$ cat src/rtl/compact_target_decoder.sv
// Expands a Bitcoin compact nBits word into a TARGET_W-bit target with sign/overflow/zero flags.
// Latency: 1 cycle for E<=3, negative or zero mantissa; else 1+ceil((E-3)/BYTES_PER_CYCLE), less on early overflow.
// Backpressure: accepts a word only in IDLE; the result is held in DONE until target_ready_i.
module compact_target_decoder #(
    parameter int TARGET_W        = 256,
    parameter int BYTES_PER_CYCLE = 1
) (
    input  logic                wb_clk_i,
    input  logic                wb_rst_i,
    input  logic [31:0]         bits_i,
    input  logic                bits_valid_i,
    output logic                bits_ready_o,
    output logic [TARGET_W-1:0] target_o,
    output logic                target_valid_o,
    input  logic                target_ready_i,
    output logic                negative_o,
    output logic                overflow_o,
    output logic                zero_o
);

    typedef enum logic [1:0] {
        S_IDLE  = 2'd0,
        S_SHIFT = 2'd1,
        S_DONE  = 2'd2
    } state_t;

    localparam logic [7:0] LP_BPC = 8'(BYTES_PER_CYCLE);

    state_t              r_state;
    state_t              w_state_nxt;

    logic [TARGET_W-1:0] r_acc;
    logic [7:0]          r_rem;
    logic                r_neg;
    logic                r_ovf;

    // Fields of the incoming word; only meaningful during the IDLE handshake.
    logic [7:0]          w_exp;
    logic                w_sign;
    logic [22:0]         w_mant;
    logic                w_mant_nz;
    logic                w_is_neg;
    logic                w_is_small;
    logic                w_accept;
    logic [1:0]          w_small_bytes;
    logic [TARGET_W-1:0] w_mant_ext;
    logic [TARGET_W-1:0] w_small_val;
    logic [7:0]          w_rem_init;

    // Shift-step helpers; the step shrinks only on the final chunk.
    logic [7:0]          w_step;
    logic [10:0]         w_shamt;
    logic [TARGET_W-1:0] w_ones;
    logic [TARGET_W-1:0] w_top_mask;
    logic                w_top_nz;
    logic                w_acc_zero;
    logic                w_last;

    assign w_exp         = bits_i[31:24];
    assign w_sign        = bits_i[23];
    assign w_mant        = bits_i[22:0];
    assign w_mant_nz     = |w_mant;
    assign w_is_neg      = w_sign & w_mant_nz;
    assign w_is_small    = (w_exp <= 8'd3);
    assign w_accept      = bits_valid_i & (r_state == S_IDLE);
    assign w_small_bytes = 2'd3 - w_exp[1:0];
    assign w_mant_ext    = {{(TARGET_W-23){1'b0}}, w_mant};
    assign w_small_val   = w_mant_ext >> {w_small_bytes, 3'b000};
    assign w_rem_init    = w_exp - 8'd3;

    assign w_step        = (r_rem < LP_BPC) ? r_rem : LP_BPC;
    assign w_shamt       = {w_step, 3'b000};
    assign w_ones        = {TARGET_W{1'b1}};
    // Bytes that would fall off the top if this step were applied.
    assign w_top_mask    = ~(w_ones >> w_shamt);
    assign w_top_nz      = |(r_acc & w_top_mask);
    assign w_acc_zero    = ~|r_acc;
    assign w_last        = (r_rem <= LP_BPC);

    // State register with synchronous reset.
    always_ff @(posedge wb_clk_i) begin
        if (wb_rst_i) begin
            r_state <= S_IDLE;
        end else begin
            r_state <= w_state_nxt;
        end
    end

    // Next-state decision.
    always_comb begin
        w_state_nxt = r_state;
        case (r_state)
            S_IDLE: begin
                if (w_accept) begin
                    // Negative, small-exponent and zero-mantissa words need no shifting.
                    if (w_is_neg || w_is_small || !w_mant_nz) begin
                        w_state_nxt = S_DONE;
                    end else begin
                        w_state_nxt = S_SHIFT;
                    end
                end
            end
            S_SHIFT: begin
                if (w_acc_zero || w_top_nz || w_last) begin
                    w_state_nxt = S_DONE;
                end
            end
            S_DONE: begin
                if (target_ready_i) begin
                    w_state_nxt = S_IDLE;
                end
            end
            default: w_state_nxt = S_IDLE;
        endcase
    end

    // Accumulator, byte counter and sticky flags.
    always_ff @(posedge wb_clk_i) begin
        if (wb_rst_i) begin
            r_acc <= '0;
            r_rem <= '0;
            r_neg <= 1'b0;
            r_ovf <= 1'b0;
        end else begin
            case (r_state)
                S_IDLE: begin
                    if (w_accept) begin
                        r_neg <= w_is_neg;
                        r_ovf <= 1'b0;
                        r_rem <= '0;
                        if (w_is_neg) begin
                            r_acc <= '0;
                        end else if (w_is_small) begin
                            r_acc <= w_small_val;
                        end else begin
                            r_acc <= w_mant_ext;
                            r_rem <= w_rem_init;
                        end
                    end
                end
                S_SHIFT: begin
                    if (w_acc_zero) begin
                        r_rem <= '0;
                    end else if (w_top_nz) begin
                        // Nonzero bytes would be lost: report overflow with a zero target.
                        r_ovf <= 1'b1;
                        r_acc <= '0;
                        r_rem <= '0;
                    end else begin
                        r_acc <= r_acc << w_shamt;
                        r_rem <= r_rem - w_step;
                    end
                end
                default: begin
                    r_acc <= r_acc;
                end
            endcase
        end
    end

    // Outputs are only presented in DONE so they read as zero elsewhere.
    always_comb begin
        bits_ready_o   = (r_state == S_IDLE);
        target_valid_o = 1'b0;
        target_o       = '0;
        negative_o     = 1'b0;
        overflow_o     = 1'b0;
        zero_o         = 1'b0;
        if (r_state == S_DONE) begin
            target_valid_o = 1'b1;
            target_o       = r_acc;
            negative_o     = r_neg;
            overflow_o     = r_ovf;
            zero_o         = w_acc_zero & ~r_neg & ~r_ovf;
        end
    end

endmodule

$ cat config.mk
export PLATFORM = sky130hd
export DESIGN_NAME = compact_target_decoder
export DESIGN_NICKNAME = d
export VERILOG_FILES = /design/src/rtl/compact_target_decoder.sv
export SDC_FILE = /design/constraint.sdc
export NUM_CORES = 1
export LEC_CHECK = 0
export CAP_MARGIN = 5
export CORE_MARGIN = 4
export CORE_UTILIZATION = 53
export DETAILED_ROUTE_END_ITERATION = 7
export PLACE_DENSITY = 0.82
export SLEW_MARGIN = 20
export SYNTH_ARGS = -nofsm -noshare
export SYNTH_HDL_FRONTEND = slang
export SYNTH_SLANG_ARGS = --single-unit
$ cat constraint.sdc
create_clock -name wb_clk_i -period 3.7 [get_ports wb_clk_i]
set_input_delay 0.74 -clock wb_clk_i [delete_from_list [all_inputs] [get_ports wb_clk_i]]
set_output_delay 0.74 -clock wb_clk_i [all_outputs]
set_load 0.03 [all_outputs]
== After elaboration in Yosys (flattened, before gate mapping) ==
Cells that the tools add are included.
W data, S select, Z words.

* Output and inout bits: 261
* Input bits: 36
* Logic and storage cells: 72
* Bits in registers: 268

* Order comparisons: 3
* Bitwise operators: 8
* Multiplexer cells: 27
* Shifts and indexed selects: 3
* Reduce and logical (&&, ||, !) cells: 16
* Add/sub/neg operators: 3
* Eq/ne operators: 7

{| class="wikitable"
|+ Operators with widths
! operator !! number
|-
| $mux W256 || 6
|-
| $pmux W256 S2 || 1
|-
| $reduce_or A256 Y1 || 2
|-
| $and A256 B256 Y256 || 1
|-
| $not A256 Y256 || 1
|-
| $shl A256 B11 Y256 || 1
|-
| $shr A23 B5 Y256 || 1
|-
| $shr A256 B11 Y256 const A || 1
|-
| $mux W8 || 6
|-
| $reduce_or A23 Y1 || 1
|-
| $pmux W8 S2 || 1
|-
| $le A8 B1 Y1 const B || 1
|-
| $le A8 B2 Y1 const B || 1
|-
| $lt A8 B1 Y1 const B || 1
|-
| $mux W2 || 4
|-
| $ne A2 B2 Y1 const B || 4
|-
| $sub A8 B2 Y8 const B || 1
|-
| $sub A8 B8 Y8 || 1
|-
| $mux W1 || 7
|-
| $pmux W2 S3 || 1
|-
| $reduce_and A3 Y1 || 2
|-
| $and A1 B1 Y1 || 4
|-
| $logic_or A1 B1 Y1 || 4
|-
| $reduce_and A2 Y1 || 2
|-
| 10 further kinds || 12
|}

== Logic depth before layout (Yosys ltp) ==
* Depth in word-level cells: 10
* Mapped depth: 10
* Mapped depth without buffers: 9

== Worst setup path after synthesis ==
OpenSTA, ideal clock, no wires.

* Path type: reg2out
* Start: reg r_acc[251]
* End: out zero_o
* Path slack: -0.081 ns
* Arrival: 3.041 ns
* Data required time: 2.960 ns
* Stages on the path, launching flop included: 6
* Buffers on the path: 0
* Path through: dfxtp_1 > or4_1 > or4_4 > nor4_4 > nand4_1 > nor4b_1

* Cells in the longest elaborated chain, start to end: 5

{| class="wikitable"
|+ RTL lines
! item !! RTL line !! source
|-
| start: declaration || 32 || <nowiki>logic [TARGET_W-1:0] r_acc;</nowiki>
|-
| start signal: assignment || 134 || <nowiki>r_acc <= w_small_val;</nowiki>
|-
| start signal: assignment || 136 || <nowiki>r_acc <= w_mant_ext;</nowiki>
|-
| start signal: assignment || 150 || <nowiki>r_acc <= r_acc << w_shamt;</nowiki>
|-
| $reduce_or A256 Y1 || 77 || <nowiki>assign w_acc_zero = ~|r_acc;</nowiki>
|-
| $logic_not A1 Y1 || 77 ||
|-
| $and A1 B1 Y1 (2 in a row) || 174 || <nowiki>zero_o = w_acc_zero & ~r_neg & ~r_ovf;</nowiki>
|-
| $mux W1 || 169 || <nowiki>if (r_state == S_DONE) begin</nowiki>
|-
| end: declaration || 18 || <nowiki>output logic zero_o</nowiki>
|}

No other way between the ends.

== Final worst setup path ==
Ends and elaborated chain as after synthesis.

==> results.ini <==
[run_status]
outcome = completed

[floorplan]
die-height_um = 176
die-area_um2 = 30900
boundaryPins = 297
die_w_um = 176
start_util = 0.537
core_um2 = 27800
std_cell_rows = 61

[pwr]
p_int_mw = 5.47
irDropWorstVdd_uv = 284
power_switching_mw = 3.11
combPwrFrac = 0.272
p_per_area_nw_per_um2 = 453
switching_share = 0.363
leakagePower_nw = 6.94
seqPwrFrac = 0.410
clockPowerShare = 0.318

[placed_design]
globalplace.congestion = 0.947
pre_cts_slack_ns = 0.428
dp_hpwl_mm = 32.0
port_buffers = 296

[yosys]
synth.most_common_cell = dfxtp_1
synth_top_area_frac = 0.360
synth_edf_count = 0
synth_seq_area_share = 0.360
syn_nets = 2002
synth_cell_types = 53
yosys_warnings = 0
synth.area.top_cells = dfxtp_1, and2_1, nand3_1
syn_avg_cell_area_um2 = 7.60
yosys_most_used_dff = dfxtp_1
syn_area_um2 = 14900
async_reset_ff_frac = 0
synth_common_cells = dfxtp_1, and2_1, nand2_1, nand3_1, inv_1
yosysTopAreaCell = dfxtp_1
synth_seq_cells = 268
syn_inst = 1963

[timing]
final_max_slew_viol_count = 0
clock_skew_ns = 0.0151
fin_tns_setup_ns = 0
hold_viol_final = 0
fmax_ghz = 0.274
finalCritPeriodShare = 0.986
setup_viol = 0
tightest_slew_ns = 0.883
worst_slack_ns = 0.0525
rsz0062_at_grt = true
fin_crit_ns = 3.65
relSlewSlack = 0.410

[critical_path]
worstSetupStartpoint = r_acc[251]
end_kind = primary output
critPathLaunchType = flip-flop
critical_path.endpoint = zero_o
critPathMaxFanout = 4
r2r-end = r_acc[173]
r2r_slack_ns = 0.78
crit_arrival_ns = 2.91
path_class = flip-flop to primary output
cp.required_ns = 2.96
r2r-start = r_rem[3]
rr_worst_depth = 6

[layout]
final_layout_size_suffix_gt1_frac = 0.0500
final_nets = 2178
seqCellArea_um2 = 5370
antenna_cells = 0
fillers = 2309
syn_to_final_growth_pct = 27.1
multi_input_area_um2 = 8340

[route]
met1_length_mm = 20.6
via_per_inst = 6.15
wl_met2_mm = 23.0
drtAntennaViolNets = 0
vias = 15595
highest-signal-layer = met4
drt-total-wl_mm = 48.9
wl_per_cell_um = 19.3
drt_iter0_drc = 1886
drtPass1Iterations = 5
routed-wl-met3_mm = 3.56
drc = 0

[cts]
cts_hold_buf = 0
cts_num_sinks = 268
cts_buffer_depth = 3
cts_root_buf = clkbuf_16
htreeDepth = 1
cts_tree = yes
numCtsBuffers = 29
clk_latency_ns = 0.55
clk_pin_slew_worst_paths_ns = 0.06

[global_routing]
antenna_found_initial = 0
grt_start_max_net_pins = 151
first_global_vias = 14464
grtUsageTotal = 0.296
gr-total-overflow = 0
grt_pass1_wl_mm = 77.1

[worst_hold_path]
min_path_type = flip-flop to flip-flop
hp-start = r_acc[149]

[job]
drv_cap = 0

-- metrics by stage --
stage | utilization | hold WS (ns) | power [mW] | instance area (um^2) | std cells
finish | 0.682 | 0.497 | 8.59 | 19000 | 2536
global route | 0.682 | 0.512 | 8.93 | 19000 | 2536
CTS | 0.681 | 0.494 | 8.55 | 18900 | 2535
detailed placement | 0.648 | 0.484 | 5.84 | 18000 | 2484
global placement | 0.648 | 0.468 | 5.79 | 18000 | 2484
floorplan | - | 0.454 | 5.09 | 14900 | 1963
-- cell type report --
| cell class | count | area share |
|---|---|---|
| repair buffers | 330 | 0.177 |
| clock inverters | 7 | 0.00198 |
| flip-flops and latches | 268 | 0.283 |
| multi-input cells | 1364 | 0.440 |
| inverters | 146 | 0.0289 |
| clock buffers | 43 | 0.0447 |
| well taps | 378 | 0.0249 |
-- layout by cell type (no fill, tap or decap), types with 11 or more instances in the layout --
| cell type | synthesis | layout |
|---|---|---|
| a21oi_1 | 18 | 18 |
| a221oi_1 | 142 | 142 |
| a22o_1 | 16 | 16 |
| a31oi_1 | 12 | 12 |
| and2_1 | 260 | 260 |
| and3_1 | 77 | 76 |
| buf_12 | 0 | 11 |
| buf_4 | 10 | 25 |
| clkbuf_16 | 0 | 29 |
| clkdlybuf4s50_1 | 0 | 294 |
| dfxtp_1 | 268 | 267 |
| inv_1 | 146 | 146 |
| nand2_1 | 249 | 248 |
| nand3_1 | 249 | 248 |
| nand4_1 | 19 | 19 |
| nor2_1 | 25 | 25 |
| nor3_1 | 27 | 26 |
| nor4_1 | 75 | 68 |
| o21a_1 | 86 | 86 |
| o2bb2ai_1 | 15 | 15 |
-- timing repair --
action | CTS | global route
pin swaps | 3 | 1
gates resized for setup | 5 | 5
buffers inserted | 1 | 1
endpoints found under the setup margin | 1 | 1
endpoints found under the hold margin | 0 | 0
-- worst max-delay path, cell delays in order (launching register included) --
cell,delay (ns)
dfxtp_2,0.33
or4_4,0.56
or4_4,0.56
nor4_4,0.19
nand4_1,0.18
nor4b_2,0.25
buf_4,0.18
buf_12,0.11
-- power groups by stage --
stage	sequential (mW)	clock (mW)	combinational, mW
6_report	3.52	2.73	2.34
5_1_grt	3.55	2.88	2.51
4_1_cts	3.50	2.75	2.30
3_5_place_dp	3.56	0	2.28
3_3_place_gp	3.55	0	2.24
2_1_floorplan	3.42	0	1.68
-- layer usage --
metal,GRT usage,vias up
met2,0.484,739
met3,0.0377,116
met1,0.405,7449
li1,-,7291
met5,0,-
met4,0.103,0
-- cell families after synthesis --
family,synth area share
and+or+nand+nor,0.361
AOI/OAI and AO/OA,0.182
buffers and inverters,0.0914
DFF,0.360
xor gates and xnor gates,0.00352
adders and majority gates,0.00252
-- state kept, by name, indices dropped and copies added (netlist names) --
signal / flops
r_ovf: 1
r_neg: 1
r_state: 2
r_rem: 8
r_acc: 256
-- worst min path at each step --
stage                      end  slack (ns)  cells after the start
floorplan           r_acc[250]        0.45                      1
global placement    r_acc[254]        0.47                      1
detailed placement  r_acc[254]        0.48                      1
CTS                 r_acc[143]        0.49                      2
global route        r_acc[143]        0.51                      2
finish              r_acc[149]        0.50                      2
Note: power is estimated with default switching activity, not from simulation.
